### config.mk
export PLATFORM = sky130hd
export DESIGN_NAME = detect_count_display
export DESIGN_NICKNAME = d
export VERILOG_FILES = /design/src/rtl/detect_count_display.sv
export SDC_FILE = /design/constraint.sdc
export NUM_CORES = 1
export LEC_CHECK = 0
export ABC_AREA = 1
export CELL_PAD_IN_SITES_DETAIL_PLACEMENT = 1
export CELL_PAD_IN_SITES_GLOBAL_PLACEMENT = 1
export CORE_AREA = 2 2 51 72
export CTS_CLUSTER_SIZE = 8
export DETAILED_ROUTE_END_ITERATION = 8
export DIE_AREA = 0 0 53 74
export GPL_ROUTABILITY_DRIVEN = 0
export HOLD_SLACK_MARGIN = 0.02
export MAX_ROUTING_LAYER = met4
export PLACE_DENSITY = 0.63
export REMOVE_ABC_BUFFERS = 1
export SLEW_MARGIN = 15
export SYNTH_ARGS = -nofsm -noshare
export SYNTH_HDL_FRONTEND = slang
export SYNTH_SLANG_ARGS = --single-unit
### constraint.sdc
create_clock -name clk -period 5.2 [get_ports clk]
set_clock_uncertainty 0.15 [all_clocks]
set_input_delay 0.52 -clock clk [delete_from_list [all_inputs] [get_ports clk]]
set_output_delay 0.52 -clock clk [all_outputs]
set_load 0.05 [all_outputs]
### src/rtl/detect_count_display.sv
`default_nettype none
// ============================================================================
//  Module   : detect_count_display
//  Brief    : Counts rising detect events as a decimal digit, drives a
//             7-segment display with a stretched decimal point and a sticky
//             overflow flag.
//  Revision : 1.0  initial release
// ============================================================================
module detect_count_display #(
    parameter int HOLD_CYCLES = 4,
    parameter int DIGIT_MAX   = 9,
    parameter int WRAP        = 1
) (
    input  logic       clk,
    input  logic       rst_n,
    input  logic       det_in,
    input  logic       clr,
    output logic [7:0] seg_out,
    output logic       ovf_out
);

    localparam int                   c_timer_w    = (HOLD_CYCLES > 1) ? $clog2(HOLD_CYCLES) : 1;
    localparam logic [c_timer_w-1:0] c_timer_load = c_timer_w'(HOLD_CYCLES - 1);
    localparam logic [c_timer_w-1:0] c_timer_one  = c_timer_w'(1);
    localparam logic [c_timer_w-1:0] c_timer_zero = '0;
    localparam logic [3:0]           c_digit_max  = 4'(DIGIT_MAX);
    localparam logic [7:0]           c_seg_reset  = 8'h3F;

    typedef enum logic [0:0] {
        ST_IDLE = 1'b0,
        ST_HOLD = 1'b1
    } state_t;

    state_t               r_state;
    state_t               w_state_nxt;
    logic [c_timer_w-1:0] r_timer;
    logic [c_timer_w-1:0] w_timer_nxt;
    logic                 r_det_q;
    logic [3:0]           r_count;
    logic [3:0]           w_count_nxt;
    logic                 r_ovf;
    logic                 w_ovf_nxt;
    logic [7:0]           r_seg;
    logic [7:0]           w_seg_nxt;
    logic                 w_event;
    logic                 w_at_max;

    // Segment bit n-1 is segment n of the digit diagram; DP is handled separately.
    function automatic logic [6:0] f_digit_seg(input logic [3:0] digit);
        logic [6:0] seg;
        seg = 7'h00;
        case (digit)
            4'd0:    seg = 7'h3F;
            4'd1:    seg = 7'h03;
            4'd2:    seg = 7'h76;
            4'd3:    seg = 7'h67;
            4'd4:    seg = 7'h4B;
            4'd5:    seg = 7'h6D;
            4'd6:    seg = 7'h7D;
            4'd7:    seg = 7'h07;
            4'd8:    seg = 7'h7F;
            4'd9:    seg = 7'h6F;
            default: seg = 7'h00;
        endcase
        return seg;
    endfunction

    assign w_event  = det_in & ~r_det_q;
    assign w_at_max = (r_count == c_digit_max);

    // Count and overflow; clear discards a same-cycle event.
    always_comb begin
        w_count_nxt = r_count;
        w_ovf_nxt   = r_ovf;
        if (clr) begin
            w_count_nxt = 4'd0;
            w_ovf_nxt   = 1'b0;
        end else if (w_event) begin
            if (w_at_max) begin
                w_ovf_nxt = 1'b1;
                if (WRAP != 0) begin
                    w_count_nxt = 4'd0;
                end
            end else begin
                w_count_nxt = r_count + 4'd1;
            end
        end
    end

    // DP stretch FSM: an event always (re)loads the hold timer.
    always_comb begin
        w_state_nxt = r_state;
        w_timer_nxt = r_timer;
        if (clr) begin
            w_state_nxt = ST_IDLE;
            w_timer_nxt = c_timer_zero;
        end else if (w_event) begin
            w_state_nxt = ST_HOLD;
            w_timer_nxt = c_timer_load;
        end else begin
            case (r_state)
                ST_HOLD: begin
                    if (r_timer == c_timer_zero) begin
                        w_state_nxt = ST_IDLE;
                    end else begin
                        w_timer_nxt = r_timer - c_timer_one;
                    end
                end
                default: begin
                    w_state_nxt = ST_IDLE;
                end
            endcase
        end
    end

    assign w_seg_nxt = {(w_state_nxt == ST_HOLD), f_digit_seg(w_count_nxt)};

    always_ff @(posedge clk or negedge rst_n) begin
        if (!rst_n) begin
            r_state <= ST_IDLE;
            r_timer <= c_timer_zero;
        end else begin
            r_state <= w_state_nxt;
            r_timer <= w_timer_nxt;
        end
    end

    always_ff @(posedge clk or negedge rst_n) begin
        if (!rst_n) begin
            r_det_q <= 1'b0;
            r_count <= 4'd0;
            r_ovf   <= 1'b0;
            r_seg   <= c_seg_reset;
        end else begin
            r_det_q <= det_in;
            r_count <= w_count_nxt;
            r_ovf   <= w_ovf_nxt;
            r_seg   <= w_seg_nxt;
        end
    end

    assign seg_out = r_seg;
    assign ovf_out = r_ovf;

endmodule
`default_nettype wire

==> results by group <==
Synth
  • Post-synthesis sequential area ratio: 42.4%
  • Synth Area in Simple Gates: between 30% and 40%
  • Most common cell in the netlist: nand2_1
  • Post-Synthesis Cells: 113
  • Number of flops mapped to enable cells by yosys: 0
  • Synth Flop Type: dfrtp_1
  • Xor and xnor area share after synthesis: 0%
  • Mapped Area: 961 sq um
  • Main area contributors after synthesis: dfrtp_1 26%, dfstp_2 16%, nand2_1 12%, ha_1 9.1%, nand2_2 5.9%
  • Yosys warning count: 0
  • Most area-hungry cell type in the Yosys netlist: dfrtp_1
  • Synth Area in Compound Gates: 4.30%
  • Netlist cell types: 23
  • Synth top area share: between 20% and 30%
  • Syn avg cell area: 8.50 sq um
  • Most instantiated cells after synthesis: 30 x nand2_1, 13 x inv_1, 10 x dfrtp_1
  • Mux share of post-synthesis cell area: 0%
  • Share of flip-flops with an asynchronous set or reset: 100%
  • Adder-cell share of the synthesized area: 9.11%
  • #FFs+latches synth: 16
  • Largest family of logic cells by synthesized area: simple AND/OR/NAND/NOR gates

Setup path
  • Critical R2R Capture: seg_out[5]
  • Critical Path AT: around 2.5 ns
  • Register-to-Register Path Depth: 9
  • Setup CP Type: in -> reg
  • Register-to-register setup slack: 3.13 ns
  • FF-to-FF Start: r_count[0]
  • CP Max Fanout: 6
  • CP Launch Type: primary input
  • Setup crit end kind: register
  • Crit path required time: 5.24 ns

Place
  • Post-DP Area: between 1000 and 1500 sq um
  • Post-DP HPWL: roughly 1600 microns
  • IO Port Bufs: 12

Power and ir drop
  • Maximum VDD drop: 0.0000972 V
  • Pleak: 0.584 nW
  • Total Power: 0.000294 W
  • Power Density: approximately 250 nW/um^2

STA
  • Final setup TNS: 0 ns
  • Final hold vios: 0
  • WHS: 0.343 ns
  • Clock period minus worst slack: between 2 and 2.5 ns
  • Final Slew Violations: 0
  • Slew @ Worst Pin: 0.760 ns
  • Achievable frequency: around 400 MHz
  • Slew headroom: between 40% and 50%
  • Unrepaired setup endpoints after global routing: no
  • Tcrit/Tclk final: 47.1%
  • Final setup vio count: 0

Status
  • Status: complete, no violations

Clock tree
  • Cts hold-fix bufs: 0
  • Num CTS Buffers: 3
  • H-tree depth: 1
  • Root Buffer: clkbuf_8
  • Post-CTS Setup Bufs: 0
  • CTS tree: done
  • Post-CTS resize count: 0
  • Clock sinks: 16
  • Worst-path clk slew: 0.07 ns
  • Clk_lat worst skew: 0.26 ns
  • Bufs on Longest Clock Path: 2

GRT
  • Overall Global Routing Usage: 12.5%
  • Vias in the first global route: 788
  • Largest net degree at the start of global routing: 17
  • Congestion Overflow GR: 0
  • First-pass GRT wire length: roughly 3500 microns
  • Initial antenna violation count: 0

Worst hold path
  • WHS Endpoint: ovf_out
  • Worst hold path depth: 2
  • HP Start: ovf_out
  • Hold Crit Class: reg -> reg

Drt
  • Via density: 4.48
  • Drt drc: 0
  • Via Count: about 750
  • Antenna viol nets, final: 0
  • Number of DRC markers in iteration 0: 6
  • Avg WL per Cell: about 12 microns
  • First-pass DRT Iterations: 3
  • Routed wire length: approximately 2000 microns

Floorplan
  • DIE AREA: 3920 sq um
  • Core Box Area: 3280 sq um
  • Die W: approximately 53 microns
  • Io pins: 13
  • Chip Height: 74 microns
  • Rows: 25
  • Initial Utilization: 29.3%

Cells and area
  • Layout area overhead: 21.6%
  • Ant. Diodes: 0
  • Seq. cell area: 408 sq um
  • Final instance area: 1170 sq um
  • Ratio of cells with drive above 1 in the final layout: about a quarter
  • Nets: 140
  • Number of filler cells placed in the layout: between 400 and 500
  • Footprint of the multi-input gates: 467 sq um

Job
  • Max_cap viols: 0
==> area by class of cell <==
type                    count  share of cell area (%)
clock buffers               4                    3.85
inverters                  19                    6.75
multi-input cells          77                    39.9
flip-flops and latches     16                    34.9
well taps                  40                    4.28
repair buffers             12                    10.3
==> per-stage QoR <==
| step | utilization (%) | instances | setup slack (ns) |
|---|---|---|---|
| after floorplan | - | 112 | 3.26 |
| after global placement | 34.2 | 164 | 2.55 |
| after detailed placement | 34.2 | 164 | 2.51 |
| after CTS | 35.6 | 168 | 2.76 |
| after global routing | 35.6 | 168 | 2.48 |
| final | 35.6 | 168 | 2.75 |
==> logic make-up after synthesis <==
logic type / count (synthesis)
AND/OR/NAND/NOR: 64
AO/OA/AOI/OAI: 6
flip-flops: 16
adder cells (fa/ha/maj): 7
buffers and inverters: 20
==> how the worst max path moves through the flow <==
stage,startpoint,endpoint,slack (ns)
floorplan,det_in,seg_out[5],3.26
global placement,det_in,seg_out[5],2.55
detailed placement,det_in,seg_out[5],2.51
CTS,det_in,seg_out[5],2.76
global route,det_in,seg_out[5],2.48
finish,det_in,seg_out[5],2.75
==> flip-flops by register name, indices dropped and copies added (netlist names) <==
register  cells
r_count       4
r_timer       2
r_det_q       1
ovf_out       1
seg_out       8
==> placed cells by master, fill, tap and decap left out, types with 4 or more instances in the layout <==
master	instances
nor2_1	6
dfstp_2	6
ha_1	7
clkdlybuf4s50_1	12
nand2_1	30
nand4_1	4
nand2_2	9
inv_1	13
inv_2	4
nand3_1	6
dfrtp_1	10
==> metal layers <==
metal	up-vias	track usage (%)	routed length, microns
met3	5	1.81	45
met4	0	7.69	59
met2	11	19.6	999
met1	358	14.8	889
li1	378	-	-
met5	-	-	0
==> critical path: stages <==
cell	delay [ns]
clkdlybuf4s50_1	0.53
inv_1	0.09
nor2_4	0.15
nor2_1	0.06
nor3_1	0.34
inv_1	0.18
ha_1	0.32
nand4_1	0.10
nand2_1	0.09
nand2_1	0.06
nand2_2	0.06
==> report_power, final <==
part	internal (W)	leakage, nW	switching, W
clock network	0.0000544	0.0228	0.0000450
registers	0.000134	0.196	0.00000349
logic	0.0000182	0.366	0.0000392
total	0.000206	0.584	0.0000877
Note: power is estimated with default switching activity, not from simulation.
